--- src/rtl/input_snapshot_ctrl_if.sv ---
// Shared 8-bit input RAM write port plus the ROM-download write port that competes for it.
// The master side is the snapshot controller; the slave side is the download source / RAM.
interface input_snapshot_ctrl_if #(
    parameter int ADDR_W = 8
) ();
    logic              dn_wr;
    logic [ADDR_W-1:0] dn_addr;
    logic [7:0]        dn_data;
    logic [ADDR_W-1:0] ram_addr;
    logic [7:0]        ram_data;
    logic              ram_wr;

    modport master (
        input  dn_wr, dn_addr, dn_data,
        output ram_addr, ram_data, ram_wr
    );

    modport slave (
        output dn_wr, dn_addr, dn_data,
        input  ram_addr, ram_data, ram_wr
    );
endinterface

--- src/rtl/input_snapshot_ctrl.sv ---
// Latches all player inputs on each VBlank rising edge and streams the snapshot, one byte per
// cycle, into the shared input RAM; download writes always win the port and stall the stream.
//
// state   | meaning
// IDLE    | waiting for a VBlank rising edge
// WRITE   | emitting snapshot bytes (stalls while a download write owns the port)
// DONE    | last byte issued; pulse done and count the frame
module input_snapshot_ctrl #(
    parameter int PLAYERS   = 6,
    parameter int ADDR_W    = 8,
    parameter int BASE_ADDR = 0,
    parameter int STRIDE    = 16
) (
    input  logic                   clk_sys,
    input  logic                   reset,
    input  logic                   vblank_i,
    input  logic                   dn_active_i,
    input  logic [32*PLAYERS-1:0]  joystick_i,
    input  logic [16*PLAYERS-1:0]  analog_i,
    input  logic [8*PLAYERS-1:0]   paddle_i,
    input  logic [9*PLAYERS-1:0]   spinner_i,
    input_snapshot_ctrl_if.master  ram_if,
    output logic                   busy_o,
    output logic                   done_o,
    output logic [15:0]            frame_count_o,
    output logic                   overrun_o
);
    localparam int PW = (PLAYERS > 1) ? $clog2(PLAYERS) : 1;

    localparam logic [1:0] S_IDLE  = 2'd0;
    localparam logic [1:0] S_WRITE = 2'd1;
    localparam logic [1:0] S_DONE  = 2'd2;

    localparam logic [PW-1:0] LAST_PLAYER = PW'(PLAYERS - 1);
    localparam logic [3:0]    LAST_BYTE   = 4'd8;

    logic [1:0]        state_q, state_d;
    logic              vb_q;
    logic [PW-1:0]     player_q, player_d;
    logic [3:0]        byte_q, byte_d;
    logic [ADDR_W-1:0] ram_addr_q, ram_addr_d;
    logic [7:0]        ram_data_q, ram_data_d;
    logic              ram_wr_q, ram_wr_d;
    logic              done_q, done_d;
    logic [15:0]       frame_count_q, frame_count_d;
    logic              overrun_q, overrun_d;

    logic [31:0] joy_q  [PLAYERS];
    logic [15:0] ana_q  [PLAYERS];
    logic [7:0]  pad_q  [PLAYERS];
    logic [8:0]  spin_q [PLAYERS];

    logic              vb_edge;
    logic              capture;
    logic [7:0]        seq_data;
    logic [ADDR_W-1:0] seq_addr;

    assign vb_edge = vblank_i & ~vb_q;
    assign capture = vb_edge & ~dn_active_i;

    always_comb begin
        seq_data = 8'h00;
        case (byte_q)
            4'd0:    seq_data = joy_q[player_q][7:0];
            4'd1:    seq_data = joy_q[player_q][15:8];
            4'd2:    seq_data = joy_q[player_q][23:16];
            4'd3:    seq_data = joy_q[player_q][31:24];
            4'd4:    seq_data = ana_q[player_q][7:0];
            4'd5:    seq_data = ana_q[player_q][15:8];
            4'd6:    seq_data = pad_q[player_q];
            4'd7:    seq_data = spin_q[player_q][7:0];
            4'd8:    seq_data = {7'b0, spin_q[player_q][8]};
            default: seq_data = 8'h00;
        endcase
    end

    // Address arithmetic wraps naturally at ADDR_W bits.
    assign seq_addr = ADDR_W'(BASE_ADDR) + ADDR_W'(player_q) * ADDR_W'(STRIDE)
                    + ADDR_W'(byte_q);

    always_comb begin
        state_d       = state_q;
        player_d      = player_q;
        byte_d        = byte_q;
        done_d        = 1'b0;
        frame_count_d = frame_count_q;
        overrun_d     = overrun_q;

        case (state_q)
            S_IDLE: begin
                if (capture) begin
                    state_d  = S_WRITE;
                    player_d = '0;
                    byte_d   = '0;
                end
            end
            S_WRITE: begin
                if (!ram_if.dn_wr) begin
                    if (byte_q == LAST_BYTE) begin
                        byte_d = '0;
                        if (player_q == LAST_PLAYER) begin
                            state_d = S_DONE;
                        end else begin
                            player_d = player_q + 1'b1;
                        end
                    end else begin
                        byte_d = byte_q + 1'b1;
                    end
                end
            end
            S_DONE: begin
                state_d       = S_IDLE;
                done_d        = 1'b1;
                frame_count_d = frame_count_q + 16'd1;
            end
            default: state_d = S_IDLE;
        endcase

        if (capture && (state_q != S_IDLE)) begin
            overrun_d = 1'b1;
        end
    end

    // Download owns the port whenever it strobes; otherwise the sequencer writes in WRITE.
    always_comb begin
        ram_addr_d = ram_addr_q;
        ram_data_d = ram_data_q;
        ram_wr_d   = 1'b0;
        if (ram_if.dn_wr) begin
            ram_addr_d = ram_if.dn_addr;
            ram_data_d = ram_if.dn_data;
            ram_wr_d   = 1'b1;
        end else if (state_q == S_WRITE) begin
            ram_addr_d = seq_addr;
            ram_data_d = seq_data;
            ram_wr_d   = 1'b1;
        end
    end

    always_ff @(posedge clk_sys) begin
        if (reset) begin
            state_q       <= S_IDLE;
            vb_q          <= 1'b0;
            player_q      <= '0;
            byte_q        <= '0;
            ram_addr_q    <= '0;
            ram_data_q    <= '0;
            ram_wr_q      <= 1'b0;
            done_q        <= 1'b0;
            frame_count_q <= '0;
            overrun_q     <= 1'b0;
        end else begin
            state_q       <= state_d;
            vb_q          <= vblank_i;
            player_q      <= player_d;
            byte_q        <= byte_d;
            ram_addr_q    <= ram_addr_d;
            ram_data_q    <= ram_data_d;
            ram_wr_q      <= ram_wr_d;
            done_q        <= done_d;
            frame_count_q <= frame_count_d;
            overrun_q     <= overrun_d;
        end
    end

    // Snapshot is only taken from IDLE so a late edge cannot tear an in-flight frame.
    always_ff @(posedge clk_sys) begin
        if (reset) begin
            for (int p = 0; p < PLAYERS; p++) begin
                joy_q[p]  <= '0;
                ana_q[p]  <= '0;
                pad_q[p]  <= '0;
                spin_q[p] <= '0;
            end
        end else if ((state_q == S_IDLE) && capture) begin
            for (int p = 0; p < PLAYERS; p++) begin
                joy_q[p]  <= joystick_i[32*p +: 32];
                ana_q[p]  <= analog_i[16*p +: 16];
                pad_q[p]  <= paddle_i[8*p +: 8];
                spin_q[p] <= spinner_i[9*p +: 9];
            end
        end
    end

    assign ram_if.ram_addr = ram_addr_q;
    assign ram_if.ram_data = ram_data_q;
    assign ram_if.ram_wr   = ram_wr_q;
    assign busy_o          = (state_q != S_IDLE);
    assign done_o          = done_q;
    assign frame_count_o   = frame_count_q;
    assign overrun_o       = overrun_q;
endmodule

--- src/flat_wrapper.sv ---
// flat-port wrapper written by rule: the top's interface ports become plain ports
module input_snapshot_ctrl_flat 
#(
    parameter int PLAYERS   = 6,
    parameter int ADDR_W    = 8,
    parameter int BASE_ADDR = 0,
    parameter int STRIDE    = 16
)
  (clk_sys, reset, vblank_i, dn_active_i, joystick_i, analog_i, paddle_i, spinner_i, busy_o, done_o, frame_count_o, overrun_o, ram_if_dn_wr, ram_if_dn_addr, ram_if_dn_data, ram_if_ram_addr, ram_if_ram_data, ram_if_ram_wr);
  input_snapshot_ctrl_if #(.ADDR_W(ADDR_W)) ram_if_i ();
  input  logic clk_sys;
  input  logic reset;
  input  logic vblank_i;
  input  logic dn_active_i;
  input  logic [32*PLAYERS-1:0] joystick_i;
  input  logic [16*PLAYERS-1:0] analog_i;
  input  logic [8*PLAYERS-1:0] paddle_i;
  input  logic [9*PLAYERS-1:0] spinner_i;
  output logic busy_o;
  output logic done_o;
  output logic [15:0] frame_count_o;
  output logic overrun_o;
  input wire logic [$bits(ram_if_i.dn_wr)-1:0] ram_if_dn_wr;
  input wire logic [$bits(ram_if_i.dn_addr)-1:0] ram_if_dn_addr;
  input wire logic [$bits(ram_if_i.dn_data)-1:0] ram_if_dn_data;
  output wire logic [$bits(ram_if_i.ram_addr)-1:0] ram_if_ram_addr;
  output wire logic [$bits(ram_if_i.ram_data)-1:0] ram_if_ram_data;
  output wire logic [$bits(ram_if_i.ram_wr)-1:0] ram_if_ram_wr;
  assign ram_if_i.dn_wr = ram_if_dn_wr;
  assign ram_if_i.dn_addr = ram_if_dn_addr;
  assign ram_if_i.dn_data = ram_if_dn_data;
  assign ram_if_ram_addr = ram_if_i.ram_addr;
  assign ram_if_ram_data = ram_if_i.ram_data;
  assign ram_if_ram_wr = ram_if_i.ram_wr;
  input_snapshot_ctrl #(.PLAYERS(PLAYERS), .ADDR_W(ADDR_W), .BASE_ADDR(BASE_ADDR), .STRIDE(STRIDE)) u_core (.clk_sys(clk_sys), .reset(reset), .vblank_i(vblank_i), .dn_active_i(dn_active_i), .joystick_i(joystick_i), .analog_i(analog_i), .paddle_i(paddle_i), .spinner_i(spinner_i), .ram_if(ram_if_i), .busy_o(busy_o), .done_o(done_o), .frame_count_o(frame_count_o), .overrun_o(overrun_o));
endmodule
--- config.mk ---
export PLATFORM = sky130hd
export DESIGN_NAME = input_snapshot_ctrl_flat
export DESIGN_NICKNAME = d
export VERILOG_FILES = /design/src/rtl/input_snapshot_ctrl_if.sv /design/src/rtl/input_snapshot_ctrl.sv /design/src/flat_wrapper.sv
export SDC_FILE = /design/constraint.sdc
export NUM_CORES = 1
export LEC_CHECK = 0
export BUFFER_PORTS_ARGS = -buffer_cell sky130_fd_sc_hd__clkbuf_2
export CAP_MARGIN = 20
export CELL_PAD_IN_SITES_DETAIL_PLACEMENT = 1
export CELL_PAD_IN_SITES_GLOBAL_PLACEMENT = 1
export CORE_MARGIN = 5
export CORE_UTILIZATION = 40
export DETAILED_ROUTE_END_ITERATION = 12
export PLACE_DENSITY = 0.79
export REMOVE_ABC_BUFFERS = 1
export SETUP_SLACK_MARGIN = 0.2
export SLEW_MARGIN = 0
export SYNTH_ARGS = -nofsm -noshare
export SYNTH_HDL_FRONTEND = slang
export SYNTH_SLANG_ARGS = --single-unit
export TNS_END_PERCENT = 30
--- constraint.sdc ---
create_clock -name clk_sys -period 32.1 [get_ports clk_sys]
set_input_delay 3.21 -clock clk_sys [delete_from_list [all_inputs] [get_ports clk_sys]]
set_output_delay 3.21 -clock clk_sys [all_outputs]
set_load 0.05 [all_outputs]
==> run metrics <==
placed inst area 22600 sq um; clk buf depth 3; Worst Setup Start Kind input pin; Starting DRT DRC Count 741; Max Cap Viol 0; Critical Path Fanout Max 71; total negative slack 0 ps; ys async rst share 0%; f_max 0.147 GHz; worst setup margin 25310 ps; Cells after Synth 1438; vias in the first global route 14600; Die W 233 um; Vias 13100; worst path arrival time 6990 ps; Core ar. 49100 sq um; Leak Pwr 9.52 nW; PD cells 54.6 nW/um^2; Yosys cell types 61; fin area 24200 sq um; RSZ-0062 raised after global routing no; min cycle time layout 6790 ps; Yosys top cell by area edfxtp_1; CTS resizes 0; dominant synthesized flop cell edfxtp_1; switching pwr 0.300 mW; Worst-Margin Slew 1470 ps; Placed Cells 2465; final clock skew 12.8 ps; Tcrit/Tclk final 21.2%; DR DRC count 0; Finished Core Util 49.2%; antenna violations before repair 4; PortBufs 446; drt wl/cell 23.0 um; cts hold-fix bufs 0; Int Power 1.02 mW; drt pass-1 iters 5; Yosys warning total 0; Skew-Pair Late Insertion Delay 570 ps; synthesized area 19900 sq um; fin nets 2269; Global Route Usage Sum 21.1%; Post-synth top cells 392 x and2_1, 390 x edfxtp_1, 121 x mux2i_1, 48 x clkbuf_1, 48 x dfxtp_1; cts bufs inserted 48; Clock Pin Slew Worst Setup and Hold Paths 60 ps; sequential fraction of the synthesis area 63.7%; IR drop worst, VDD 0.0355 mV; Initial Utilization 40.6%; worst hold margin 515 ps; top-count cell post-synth and2_1; Worst setup EP type flip-flop; Routed Antenna Nets 0; Flop pwr share 50.7%; setup repair bufs after CTS 0; CTS tree yes; post-layout power 1.32 mW; layout cells sized above 1 31.1%; pre-CTS setup slack 24660 ps; CTS root buf clkbuf_16; final hold vios 0; synth top area cells edfxtp_1 59%, and2_1 12%, mux2i_1 6.1%, dfxtp_1 4.8%, mux4_2 2.3%; #FFs+latches synth 438; Chip Height 233 um; clock power share 40.6%; Vias per Instance 5.12; Slew headroom 2.08%; Gate power share 8.7%; Post-DP HPWL 41200 um; Rows 81; P&R area growth vs syn 21.4%; Die ar. 54300 sq um; CTS sink cnt 438; I/O Pins 447; share of the synthesized area in the top cell type 58.9%; first-pass GRT wire length 86400 um; gp weighted congestion 0.789; grt ovf 0; Final setup viols 0; Post-synth EDFFs 390; status finished, final reports clean; largest net degree at the start of global routing 313; switching part of the total 22.8%; H-tree Lvls 2; final non-filler cell total 2554; Avg Synthesized Cell Area 13.8 sq um; Final Max Slew Viols 0; CP Class input pin to flip-flop; Critical Path RT 32300 ps; WL final 58600 um; Hold Path Class flip-flop to flip-flop
area by class of cell:
class | count | area (sq um)
Inverter | 12 | 45.0
Antenna cell | 1 | 2.50
Tap cell | 664 | 831
Clock buffer | 66 | 1320
Sequential cell | 438 | 12700
Clock inverter | 22 | 193
Timing Repair Buffer | 461 | 2380
Multi-Input combinational cell | 890 | 6700
Fill cell | 5183 | 24900
final timing paths:
kind | from | end | slack, ps | depth (start not counted)
max | reset | u_core.ana_q[2][4] | 25310 | 5
min | u_core.frame_count_o[9] | u_core.frame_count_o[9] | 510 | 2
max reg2reg | u_core.state_q[0] | u_core.ana_q[2][4] | 28170 | 5
min reg2reg | u_core.frame_count_o[9] | u_core.frame_count_o[9] | 510 | 2
metal layers:
metal | vias to the layer above | track usage (%) | share of wire, %
li1 | 6075 | - | -
met1 | 6510 | 25.8 | 40
met2 | 401 | 38.3 | 52
met3 | 91 | 3.88 | 5.6
met4 | 6 | 5.59 | 2.2
met5 | - | 0 | 0.048
kinds of logic (layout without fill, tap and decap cells):
logic type / count (synthesis) / count (layout) / share of synthesized area [%]
muxes: 184 / 184 / 11.8
AOI/OAI and AO/OA: 144 / 144 / 4.59
other: 0 / 1 / 0
DFF: 438 / 438 / 63.7
adders and majority gates: 7 / 7 / 0.440
and+or+nand+nor: 541 / 541 / 16.1
buffers and inverters: 110 / 561 / 2.80
xor gates and xnor gates: 14 / 14 / 0.616
placed cells by master, fill, tap and decap left out, types with 27 or more instances in the layout:
cell       synthesis  routed
mux2_2            29      29
mux2i_1          121     121
nor2_1            47      46
o22ai_1           45      45
clkbuf_2          10     446
edfxtp_1         390     390
nand2_1           28      27
dfxtp_1           48      45
clkbuf_16          0      50
o21ai_0           28      28
and2_1           392     392
a21oi_1           33      33
flip-flops by register name, indices dropped and copies added (netlist names), named ones only:
| name | cells |
|---|---|
| u_core.vb_q | 1 |
| u_core.ana_q | 96 |
| u_core.joy_q | 192 |
| u_core.player_q | 3 |
| u_core.done_o | 1 |
| u_core.pad_q | 48 |
| u_core.ram_if.ram_wr | 1 |
| u_core.state_q | 2 |
| u_core.spin_q | 54 |
| u_core.ram_if.ram_addr | 8 |
| u_core.byte_q | 4 |
| u_core.frame_count_o | 16 |
| u_core.overrun_o | 1 |
| u_core.ram_if.ram_data | 8 |
critical path, stage by stage:
cell and delay [ps]:
clkbuf_2 600, inv_1 540, nand2_4 870, buf_4 850
buf_4 810
power by group through the flow:
stage	Clock [mW]	Sequential (mW)	Combinational [mW]
2_1_floorplan	0	0.699	0.0573
3_3_place_gp	0	0.679	0.112
3_5_place_dp	0	0.682	0.116
4_1_cts	0.548	0.670	0.116
5_1_grt	0.571	0.673	0.125
6_report	0.536	0.670	0.114
Power figures use the tool's default switching activity.
